==> src/rtl/sdram_arbiter_pkg.sv <==
// Shared SDRAM arbiter definitions: controller command encoding, FSM states
// and default burst/timeout figures used by the arbiter and its requesters.
package sdram_arbiter_pkg;

    localparam int ADDR_W              = 22;
    localparam int WORD_W              = 32;
    localparam int DEFAULT_READ_BURST  = 8;
    localparam int DEFAULT_WRITE_BURST = 8;
    localparam int DEFAULT_TIMEOUT     = 255;

    typedef enum logic [1:0] {
        CMD_NOP   = 2'd0,
        CMD_READ  = 2'd1,
        CMD_WRITE = 2'd2
    } sdram_cmd_t;

    typedef enum logic [2:0] {
        S_WAIT_INIT,
        S_IDLE,
        S_RD_CMD,
        S_RD_BURST,
        S_WR_CMD,
        S_WR_BURST
    } arb_state_t;

    // One spare bit so the count can reach the full burst length.
    function automatic int beat_cnt_width(input int rd_len, input int wr_len);
        return $clog2((rd_len > wr_len) ? rd_len : wr_len) + 1;
    endfunction

endpackage

==> src/rtl/sdram_arbiter_watchdog.sv <==
// Loadable down-counter: reloads to TIMEOUT on load, counts down to zero and
// flags expiry while it sits at zero.
module sdram_arbiter_watchdog #(
    parameter int TIMEOUT = 255
) (
    input  logic clk,
    input  logic rst,
    input  logic load,
    output logic expired
);

    localparam int                CNT_W    = $clog2(TIMEOUT + 1);
    localparam logic [CNT_W-1:0] LOAD_VAL = CNT_W'(TIMEOUT);

    logic [CNT_W-1:0] count;

    always_ff @(posedge clk) begin
        if (rst || load) begin
            count <= LOAD_VAL;
        end else if (count != '0) begin
            count <= count - 1'b1;
        end
    end

    assign expired = (count == '0);

endmodule

==> src/rtl/sdram_arbiter.sv <==
// Shares the SDRAM controller command port between the display read path and
// the render write path, one whole burst at a time.
module sdram_arbiter
    import sdram_arbiter_pkg::*;
#(
    parameter int READ_BURST_LENGTH  = DEFAULT_READ_BURST,
    parameter int WRITE_BURST_LENGTH = DEFAULT_WRITE_BURST,
    parameter int TIMEOUT            = DEFAULT_TIMEOUT
) (
    input  logic              i_Clk,
    input  logic              i_Reset,
    input  logic              i_Init_Complete,
    input  logic              i_Rd_Req,
    input  logic              i_Rd_Urgent,
    input  logic [ADDR_W-1:0] i_Rd_Addr,
    output logic              o_Rd_Grant,
    output logic              o_Rd_Valid,
    output logic [WORD_W-1:0] o_Rd_Data,
    output logic              o_Rd_Done,
    input  logic              i_Wr_Req,
    input  logic [ADDR_W-1:0] i_Wr_Addr,
    input  logic [WORD_W-1:0] i_Wr_Data,
    output logic              o_Wr_Grant,
    output logic              o_Wr_Next,
    output logic              o_Wr_Done,
    output logic [1:0]        o_Command,
    output logic [ADDR_W-1:0] o_Data_Address,
    output logic [WORD_W-1:0] o_Data_Write,
    input  logic              i_Data_Read_Valid,
    input  logic              i_Data_Write_Done,
    input  logic [WORD_W-1:0] i_Data_Read,
    output logic              o_Error
);

    localparam int                CNT_W  = beat_cnt_width(READ_BURST_LENGTH, WRITE_BURST_LENGTH);
    localparam logic [CNT_W-1:0] RD_LEN = CNT_W'(READ_BURST_LENGTH);
    localparam logic [CNT_W-1:0] WR_LEN = CNT_W'(WRITE_BURST_LENGTH);

    arb_state_t        state, state_nxt;
    logic              last_wr, last_wr_nxt;
    logic [CNT_W-1:0]  beat_cnt, beat_cnt_nxt, beat_inc;
    logic [ADDR_W-1:0] addr_nxt;
    logic              rd_grant_nxt, wr_grant_nxt, rd_done_nxt, wr_done_nxt, error_nxt;
    logic              rd_pick, in_rd, in_wr;
    logic              wd_load, wd_expired;

    sdram_arbiter_watchdog #(.TIMEOUT(TIMEOUT)) u_watchdog (
        .clk     (i_Clk),
        .rst     (i_Reset),
        .load    (wd_load),
        .expired (wd_expired)
    );

    assign in_rd    = (state == S_RD_CMD) || (state == S_RD_BURST);
    assign in_wr    = (state == S_WR_CMD) || (state == S_WR_BURST);
    assign beat_inc = beat_cnt + 1'b1;
    // Urgent reads always win; under contention the side not served last goes.
    assign rd_pick  = i_Rd_Req && (i_Rd_Urgent || !i_Wr_Req || last_wr);

    always_comb begin
        state_nxt    = state;
        last_wr_nxt  = last_wr;
        beat_cnt_nxt = beat_cnt;
        addr_nxt     = o_Data_Address;
        rd_grant_nxt = 1'b0;
        wr_grant_nxt = 1'b0;
        rd_done_nxt  = 1'b0;
        wr_done_nxt  = 1'b0;
        error_nxt    = o_Error;
        wd_load      = 1'b0;
        case (state)
            S_WAIT_INIT: begin
                wd_load = 1'b1;
                if (i_Init_Complete) state_nxt = S_IDLE;
            end
            S_IDLE: begin
                wd_load = 1'b1;
                if (i_Data_Read_Valid || i_Data_Write_Done) error_nxt = 1'b1;
                if (rd_pick) begin
                    addr_nxt     = i_Rd_Addr;
                    rd_grant_nxt = 1'b1;
                    beat_cnt_nxt = '0;
                    state_nxt    = S_RD_CMD;
                end else if (i_Wr_Req) begin
                    addr_nxt     = i_Wr_Addr;
                    wr_grant_nxt = 1'b1;
                    beat_cnt_nxt = '0;
                    state_nxt    = S_WR_CMD;
                end
            end
            S_RD_CMD, S_RD_BURST: begin
                if (i_Data_Write_Done) error_nxt = 1'b1;
                if (i_Data_Read_Valid) begin
                    wd_load      = 1'b1;
                    beat_cnt_nxt = beat_inc;
                    state_nxt    = S_RD_BURST;
                    if (beat_inc == RD_LEN) begin
                        rd_done_nxt = 1'b1;
                        last_wr_nxt = 1'b0;
                        state_nxt   = S_IDLE;
                    end
                end else if (wd_expired) begin
                    error_nxt = 1'b1;
                    state_nxt = S_IDLE;
                end
            end
            S_WR_CMD, S_WR_BURST: begin
                if (i_Data_Read_Valid) error_nxt = 1'b1;
                if (i_Data_Write_Done) begin
                    wd_load      = 1'b1;
                    beat_cnt_nxt = beat_inc;
                    state_nxt    = S_WR_BURST;
                    if (beat_inc == WR_LEN) begin
                        wr_done_nxt = 1'b1;
                        last_wr_nxt = 1'b1;
                        state_nxt   = S_IDLE;
                    end
                end else if (wd_expired) begin
                    error_nxt = 1'b1;
                    state_nxt = S_IDLE;
                end
            end
            default: state_nxt = S_WAIT_INIT;
        endcase
    end

    always_ff @(posedge i_Clk) begin
        if (i_Reset) begin
            state          <= S_WAIT_INIT;
            last_wr        <= 1'b1;
            beat_cnt       <= '0;
            o_Data_Address <= '0;
            o_Rd_Grant     <= 1'b0;
            o_Wr_Grant     <= 1'b0;
            o_Rd_Done      <= 1'b0;
            o_Wr_Done      <= 1'b0;
            o_Error        <= 1'b0;
        end else begin
            state          <= state_nxt;
            last_wr        <= last_wr_nxt;
            beat_cnt       <= beat_cnt_nxt;
            o_Data_Address <= addr_nxt;
            o_Rd_Grant     <= rd_grant_nxt;
            o_Wr_Grant     <= wr_grant_nxt;
            o_Rd_Done      <= rd_done_nxt;
            o_Wr_Done      <= wr_done_nxt;
            o_Error        <= error_nxt;
        end
    end

    // The command stays asserted until the first beat moves the FSM into BURST.
    assign o_Command    = (state == S_RD_CMD) ? CMD_READ :
                          (state == S_WR_CMD) ? CMD_WRITE : CMD_NOP;
    assign o_Rd_Valid   = i_Data_Read_Valid && in_rd;
    assign o_Rd_Data    = i_Data_Read;
    assign o_Wr_Next    = i_Data_Write_Done && in_wr;
    assign o_Data_Write = in_wr ? i_Wr_Data : '0;

endmodule

==> config.mk <==
export PLATFORM = sky130hd
export DESIGN_NAME = sdram_arbiter
export DESIGN_NICKNAME = d
export VERILOG_FILES = /design/src/rtl/sdram_arbiter_pkg.sv /design/src/rtl/sdram_arbiter_watchdog.sv /design/src/rtl/sdram_arbiter.sv
export SDC_FILE = /design/constraint.sdc
export NUM_CORES = 1
export LEC_CHECK = 0
export ABC_AREA = 1
export BUFFER_PORTS_ARGS = -buffer_cell sky130_fd_sc_hd__buf_4
export CORE_AREA = 10 10 79 149
export CTS_CLUSTER_DIAMETER = 50
export DETAILED_ROUTE_END_ITERATION = 12
export DIE_AREA = 0 0 89 159
export PLACE_DENSITY = 0.73
export REMOVE_ABC_BUFFERS = 1
export SLEW_MARGIN = 0
export SYNTH_ARGS = -nofsm -noshare
export SYNTH_HDL_FRONTEND = slang
export SYNTH_SLANG_ARGS = --single-unit
==> constraint.sdc <==
create_clock -name i_Clk -period 2.57 [get_ports i_Clk]
set_clock_uncertainty 0.2 [all_clocks]
set_input_delay 0.1285 -clock i_Clk [delete_from_list [all_inputs] [get_ports i_Clk]]
set_output_delay 0.1285 -clock i_Clk [all_outputs]
set_load 0.01 [all_outputs]
==> metrics.md <==
| Metric | Value |
|---|---|
| Critical path launch point type | `flop` |
| Clock transition at path regs | `60 ps` |
| Failing checks | `hold timing` |
| CP arrival | `2270 ps` |
| Die Wd | `89 um` |
| Hold crit path type | `in2reg` |
| Power share of the clock group | `30.0%` |
| Primary FF master, synth | `dfxtp_1` |
| Worst path slowest cell | `dlygate4sd3_1` |
| Synth Register Bits | `43` |
| Post-synthesis cell area | `2748 sq um` |
| Post-synth top area share | `31.33%` |
| Status | `finished, violations left` |
| Global route overflow | `0` |
| Mapped Avg Cell Area | `6.653 sq um` |
| Cts repair resizes | `0` |
| Most frequent cells after synthesis | `nand2_1 (114), inv_1 (81), dfxtp_1 (43)` |
| Register share of total power | `37.7%` |
| Final Hold Vio Count | `1` |
| # setup viols final | `0` |
| First-pass GRT wire length | `16.28 mm` |
| Top cell type by total area after synthesis | `dfxtp_1` |
| Die height | `159 um` |
| Max-cap violations | `0` |
| VDD IR-drop max | `0.0003414 V` |
| Post-Route Utilization | `45.54%` |
| FFs w/ async S/R, synth | `0%` |
| TritonRoute pass-1 iters | `4` |
| Largest net degree at the start of global routing | `45` |
| HPWL Detailed | `8.208 mm` |
| PortBufs | `146` |
| Number of I/O pins | `211` |
| Hold Slack | `-0.5703 ps` |
| Top cells by area, synth | `dfxtp_1 (31%), nand2_1 (16%), inv_1 (11%)` |
| Crit-path max cell delay | `590 ps` |
| Post-CTS Setup Bufs | `0` |
| Seq/Total Area, Yosys | `31.33%` |
| Setup CP Type | `reg2reg` |
| Share of cells above drive strength 1 | `31.34%` |
| Internal | `1.453 mW` |
| CP delay by family, top | `buffers and inverters` |
| Initial DRC Count | `259` |
| Final TNS setup | `0 ps` |
| Die footprint | `14150 sq um` |
| Antenna Nets Post-Route | `0` |
| Core box area | `9321 sq um` |
| Num rows | `50` |
| Htree depth | `2` |
| Hold buffer count at CTS | `45` |
| CP Max Fanout | `44` |
| Worst EP required | `2550 ps` |
| RSZ-0062 raised after global routing | `false` |
| Count of cell types in the netlist | `31` |
| Least-Margin Pin Slew | `546.1 ps` |
| Net switching power | `659.9 uW` |
| # clock sinks | `43` |
| Leak | `2.449 nW` |
| WP depth | `7` |
| Area growth from synthesis to layout | `54.51%` |
| Tmin final | `2287 ps` |
| Worst Hold Path Cells | `5` |
| CTS root buf | `clkbuf_16` |
| Initial Util | `29.48%` |
| Buf/Inv on CP | `3` |
| Syn. warnings | `0` |
| Worst skew pair latency | `290 ps` |
| Worst path cell trace | `inv_2, nand3_4, nor2_8, nand3_1, dlygate4sd3_1, o211ai_1, inv_1` |
| CTS Buf Count | `5` |
| Maximum clock path buffer count | `2` |
| ANT cells | `0` |
| Via density | `4.696` |
| Final Max Tran Viols | `0` |
| Final nets | `689` |
| Worst rel slew slack | `63.59%` |
| DRC viols | `0` |
| Overall Global Routing Usage | `14.72%` |
| Worst-case reg-to-reg path depth | `7` |
| Wire length per cell | `16.19 um` |
| Net Sw Frac | `31.24%` |
| Number of global-route vias before repair | `3220` |
| Total power | `2.112 mW` |
| Initial antenna violation count | `0` |
| CTS tree | `built` |
| Placer Congestion | `0.8484` |
| Fmax | `437.3 MHz` |
| Most common cell in the netlist | `nand2_1` |
| Period utilisation layout | `88.98%` |
| Cell Pwr Density | `497.6 nW/um^2` |
| WL final | `10.88 mm` |
| Vias | `3156` |
| EDFF count, synth | `0` |
| Gate power share | `32.3%` |
| Worst setup EP type | `flop` |
| Cells after synthesis | `413` |
layout make-up:
class	count	area, sq um
Fill cell	913	5076
Timing Repair Buffer	194	1569
Multi-Input combinational cell	234	1206
Sequential cell	43	860.8
Inverter	89	334.1
Tap cell	104	130.1
Clock buffer	5	125.1
Clock inverter	3	20.02
kinds of logic (layout without fill, tap and decap cells):
logic type                 Yosys count  count (layout)  share of synthesized area, %
xor gates and xnor gates             2               2                        0.6376
AOI/OAI and AO/OA                   45              45                         10.57
adders and majority gates            6               6                         2.732
and+or+nand+nor                    181             181                         29.96
DFF                                 43              43                         31.33
buffers and inverters              136             291                         24.77
state kept, by name (all words and copies together), names as in the netlist:
name and flops:
o_Wr_Done 1, beat_cnt 4, o_Data_Address 22, u_watchdog.count 8, state 3, o_Rd_Grant 1
last_wr 1, o_Wr_Grant 1, o_Rd_Done 1, o_Error 1
final timing paths:
path | from | to | slack [ps]
min reg2reg | last_wr | last_wr | 270
min | i_Wr_Addr[6] | o_Data_Address[6] | -0.6
max reg2reg | state[1] | o_Data_Address[7] | 280
max | state[1] | o_Data_Address[7] | 280
power by group through the flow:
| stage | clock network, mW | logic [mW] | registers (mW) |
|---|---|---|---|
| final | 0.633 | 0.683 | 0.796 |
| after global routing | 0.673 | 0.756 | 0.803 |
| after CTS | 0.648 | 0.682 | 0.795 |
| after detailed placement | 0 | 0.605 | 0.807 |
| after global placement | 0 | 0.591 | 0.806 |
| after floorplan | 0 | 0.284 | 0.828 |
routing by layer:
metal,routed length [um],vias up,global-route usage (%)
li1,-,1546,-
met1,3714,1420,14.09
met2,5320,180,25.43
met3,1678,10,8.598
met4,164,0,3.930
met5,0,-,1.969
cell usage in the layout, fill, tap and decap left out, types with 4 or more instances in the layout:
cell	netlist	layout
a21oi_1	10	10
buf_4	37	149
clkbuf_16	0	5
dfxtp_1	43	43
dlygate4sd3_1	0	45
ha_1	6	6
inv_1	81	81
inv_2	7	7
nand2_1	114	114
nand3_1	33	33
nor2_1	11	11
nor2_2	4	4
nor3_1	7	7
o211ai_1	23	23
o21ai_0	7	7
through the flow:
| stage | instances | instance area, sq um | hold WS (ps) | setup WS, ps |
|---|---|---|---|---|
| 3_5_place_dp | 619 | 3650 | 57.11 | 606.2 |
| 4_1_cts | 672 | 4245 | 0.3351 | 315.5 |
| 2_1_floorplan | 366 | 2401 | -2.434 | 465.3 |
| 3_3_place_gp | 619 | 3650 | 57.11 | 744.1 |
| 6_report | 672 | 4245 | -0.5703 | 283.3 |
| 5_1_grt | 672 | 4245 | 23.97 | 125.4 |
worst min-delay path: cells and delay by family:
family | cells | cell delay, ps
simple gates | 2 | 120
compound gates | 1 | 80
buf+inv | 2 | 130
Note: power is estimated with default switching activity, not from simulation.
